==> src/rtl/rf_write_arbiter.sv <==
// rf_write_arbiter: round-robin arbiter that folds several writeback sources
// onto the single write port of the register file through a one-entry stage.
// Optional build macro RF_WB_DROP_R0_EN: writes to index 0 are accepted and
// staged, but never strobed into the file and never reported as pending.
module rf_write_arbiter #(
  parameter int unsigned NREQ = 2,
  parameter int unsigned AW   = 5,
  parameter int unsigned DW   = 32
) (
  input  logic                 clk,
  input  logic                 reset_n,
  input  logic [NREQ-1:0]      req_valid,
  output logic [NREQ-1:0]      req_ready,
  input  logic [NREQ*AW-1:0]   req_addr,
  input  logic [NREQ*DW-1:0]   req_data,
  input  logic                 rf_stall,
  output logic                 rf_load_enable,
  output logic [AW-1:0]        rf_rc,
  output logic [DW-1:0]        rf_ry,
  output logic [1:0]           grant_id,
  output logic [2**AW-1:0]     pend_mask
);

  localparam int unsigned IW    = 2;
  localparam int unsigned NPEND = 2**AW;

  logic            out_valid;
  logic [AW-1:0]   out_addr;
  logic [DW-1:0]   out_data;
  logic [IW-1:0]   rr_ptr;

  logic [2*NREQ-1:0] dbl_valid;
  logic [NREQ-1:0]   rot_valid;
  logic              win_found;
  int unsigned       win_offs;
  int unsigned       win_sum;
  logic [IW-1:0]     win_idx;
  logic [IW-1:0]     rr_next;
  logic [AW-1:0]     win_addr;
  logic [DW-1:0]     win_data;
  logic              can_take;
  logic              xfer;
  logic              wr_live;

  // Round-robin search: rotate valids so bit 0 is the pointer, take first set bit.
  always_comb begin
    dbl_valid = {req_valid, req_valid} >> rr_ptr;
    rot_valid = dbl_valid[NREQ-1:0];
    win_found = 1'b0;
    win_offs  = 0;
    for (int k = 0; k < NREQ; k++) begin
      if (!win_found && rot_valid[k]) begin
        win_found = 1'b1;
        win_offs  = 32'(k);
      end
    end
    win_sum = 32'(rr_ptr) + win_offs;
    if (win_sum >= NREQ) begin
      win_sum = win_sum - NREQ;
    end
    win_idx = IW'(win_sum);
    rr_next = (win_sum == NREQ - 1) ? '0 : IW'(win_idx + 2'd1);
  end

  // Select the winner's payload.
  always_comb begin
    win_addr = '0;
    win_data = '0;
    for (int i = 0; i < NREQ; i++) begin
      if (32'(win_idx) == 32'(i)) begin
        win_addr = req_addr[i*AW +: AW];
        win_data = req_data[i*DW +: DW];
      end
    end
  end

  // Handshake: the stage can take a new write if empty or draining this cycle.
  always_comb begin
    can_take  = !out_valid || !rf_stall;
    xfer      = reset_n && win_found && can_take;
    req_ready = '0;
    for (int i = 0; i < NREQ; i++) begin
      req_ready[i] = xfer && (32'(win_idx) == 32'(i));
    end
  end

  // Output stage, grant record and round-robin pointer.
  always_ff @(posedge clk or negedge reset_n) begin
    if (!reset_n) begin
      out_valid <= 1'b0;
      out_addr  <= '0;
      out_data  <= '0;
      rr_ptr    <= '0;
      grant_id  <= '0;
    end else if (xfer) begin
      out_valid <= 1'b1;
      out_addr  <= win_addr;
      out_data  <= win_data;
      rr_ptr    <= rr_next;
      grant_id  <= win_idx;
    end else if (!rf_stall) begin
      out_valid <= 1'b0;
    end
  end

  // Write port and pending-index decode from the staged write.
  always_comb begin
`ifdef RF_WB_DROP_R0_EN
    wr_live = out_valid && (out_addr != '0);
`else
    wr_live = out_valid;
`endif
    rf_load_enable = wr_live && !rf_stall;
    rf_rc          = out_addr;
    rf_ry          = out_data;
    pend_mask      = '0;
    if (wr_live) begin
      pend_mask = NPEND'(1) << out_addr;
    end
  end

endmodule

==> config.mk <==
export PLATFORM = sky130hd
export DESIGN_NAME = rf_write_arbiter
export DESIGN_NICKNAME = d
export VERILOG_FILES = /design/src/rtl/rf_write_arbiter.sv
export SDC_FILE = /design/constraint.sdc
export NUM_CORES = 1
export LEC_CHECK = 0
export BUFFER_PORTS_ARGS = -buffer_cell sky130_fd_sc_hd__buf_2
export CORE_AREA = 2 2 95 97
export DETAILED_ROUTE_END_ITERATION = 8
export DIE_AREA = 0 0 97 99
export GPL_ROUTABILITY_DRIVEN = 0
export PLACE_DENSITY = 0.53
export SETUP_SLACK_MARGIN = 0.2
export SLEW_MARGIN = 20
export SYNTH_ARGS = -nofsm -noshare
export SYNTH_HDL_FRONTEND = slang
export SYNTH_SLANG_ARGS = --single-unit
==> constraint.sdc <==
create_clock -name clk -period 3.5 [get_ports clk]
set_input_delay 0.175 -clock clk [delete_from_list [all_inputs] [get_ports clk]]
set_output_delay 0.175 -clock clk [all_outputs]
set_load 0.05 [all_outputs]
==> metrics <==
core area 8550 µm²; CTS root buf clkbuf_8; Max Buffers Root-to-Sink 2; top cells by area, synth dfrtp_1 43%, mux2_2 16%, a22o_1 12%; relative slew slack 63.2%; FILL cells 876; outcome finished, final reports clean; total global-route track usage 13.6%; reg2reg end rr_ptr[0]; Post-synth EDFFs 0; post-synthesis sequential area ratio 43.2%; initial antenna violation count 0; Peak VDD IR between 0.0004 and 0.0005 V; Pleak 1.82 nW; Skew-Pair Late Insertion Delay 290 ps; WL final 6.59 mm; Startpoint Class register; Synth area leader dfrtp_1; CTS tree yes; IO Count 153; # Max-Cap Violations 0; Reg-to-Reg Start rr_ptr[0]; Post-route DRC 0; Detailed Routing Iterations Pass 1 4; final worst-path cycle share 87.6%; final setup TNS 0 ps; clock sink total 42; CTS clk-pin slew, worst paths 90 ps; global-route wire length before repair between 10 and 15 mm; Mapped Cells approximately 230; layout cells sized above 1 54.4%; Worst R2R Path Depth 12; power per cell area 1030 nW/µm²; post-synth top area share 43.2%; count of different cell masters after synthesis 27; Iter 0 DRT Violations 85; H-tree depth 2; largest net degree at the start of global routing 45; setup ws final between 400 and 500 ps; Nets 457; final core occ 39.3%; R2R setup slack ~440 ps; shortest period the worst path allows 3060 ps; diode count 0; pre-CTS setup slack 265 ps; routed length per instance roughly 14 µm; starting density of the core roughly 28%; endpoints failing hold 0; FMAX roughly 0.33 GHz; drt via density 4.67; CP max FO 44; post-CTS setup buffer count 0; top_reg_cell synth dfrtp_1; Hold Crit Class input pin to async pin; CP startpoint rr_ptr[0]; Chip Height 99 µm; Arrival @ worst endpoint approximately 3200 ps; fin. max-slew vios 0; CP Class register to register; Ys Warns 0; via count 2247; FFs w/ async S/R, synth 100%; Layout area overhead 37.9%; Die Wd a little under 100 µm; grt ovf 0; CP endpoint kind register; DIE AREA around 9600 µm²; PortBufs 152; FP Rows 34; Slew @ Worst Pin 552 ps; hpwl dp approximately 4.9 mm; final setup vio count 0; Synth top cells by count 42 x dfrtp_1, 34 x mux2_2, 33 x a22o_1; CP required around 3700 ps; vias in the first global route 2181; clk_skew 6.62 ps; unrepaired setup endpoints after global routing no; Mapped Area 2430 µm²; CTS buffer count 5; Syn Nets 310; Synth Register Bits 42; Syn Area/Cell around 11 µm²; most frequent cell after synthesis dfrtp_1; Antenna Violating Nets Remaining 0
-- layer usage --
metal | wire length [µm] | GRT usage (%) | part of all wire [%]
met5 | 0 | 0 | 0
met4 | 38 | 2.60 | 0.58
met2 | 3190 | 23.6 | 48
met1 | 2840 | 17.0 | 43
met3 | 524 | 3.83 | 7.9
-- sequential cells by signal, summed over array words and instances (netlist names) --
register   flops
out_valid      1
rr_ptr         2
grant_id       2
rf_rc          5
rf_ry         32
-- timing repair --
action                     4_1_cts  5_1_grt
setup endpoints to repair        0       21
hold buffers                     0        0
hold endpoints to repair         0        0
gates resized for setup          0        3
-- stage by stage --
stage               area (µm²)  total power, mW  std cells  hold WS, ps
finish                    3360             3.46        481         18.2
global route              3360             3.70        481         81.1
CTS                       3340             3.46        481         60.8
detailed placement        3250             3.12        473          386
global placement          3250             3.10        473          376
floorplan                 2430             2.69        225         -121
-- kinds of logic (layout without fill, tap and decap cells) --
group                    Yosys count  in the layout  synth area share (%)
adder cells (fa/ha/maj)            6              6                  3.08
AND/OR/NAND/NOR                   68             68                  12.8
multiplexers                      41             41                  18.9
AO/OA/AOI/OAI                     45             45                  16.0
flip-flops                        42             42                  43.2
buffers and inverters             23            171                  6.01
-- layout by cell type, fill, tap and decap left out, drive strengths merged, types with 5 or more instances in the layout --
| cell | count |
|---|---|
| nor2 | 29 |
| nor2b | 5 |
| inv | 6 |
| a22o | 33 |
| clkbuf | 6 |
| mux2 | 39 |
| nand2b | 6 |
| nor3 | 8 |
| o21ai | 5 |
| buf | 157 |
| ha | 6 |
| dfrtp | 42 |
| nand2 | 14 |
-- power by group --
group          leakage (nW)  switching, mW  internal (mW)
clock network        0.0472          0.171          0.159
registers             0.537          0.150          0.680
logic                  1.23           1.49          0.808
total                  1.82           1.81           1.65
-- critical path: stages, from the launching register on --
cell,delay (ps)
dfrtp_1,430
nor2b_1,160
a32o_1,250
ha_1,190
inv_1,80
ha_1,260
o211ai_1,110
o21a_1,190
ha_2,230
buf_8,260
or3b_1,400
o311a_1,140
mux2_2,260
-- final cells by class --
cell class | instances | area [µm²] | share of cell area [%]
inverter | 6 | 22.5 | 0.671
tap | 108 | 135 | 4.03
timing repair buffer | 157 | 806 | 24.0
multi-input combinational | 160 | 1250 | 37.2
sequential | 42 | 1050 | 31.3
clock inverter | 2 | 12.5 | 0.373
clock buffer | 6 | 82.6 | 2.46
-- worst max path at each step --
stage / slack [ps] / cells after the start / endpoint
global route: 210 / 12 / rf_ry[18]
floorplan: 550 / 12 / req_ready[1]
global placement: 360 / 12 / rf_ry[10]
detailed placement: 270 / 12 / rf_ry[11]
finish: 440 / 12 / rr_ptr[0]
CTS: 240 / 12 / rf_ry[11]
No activity file was read; power rests on OpenSTA's default activity.
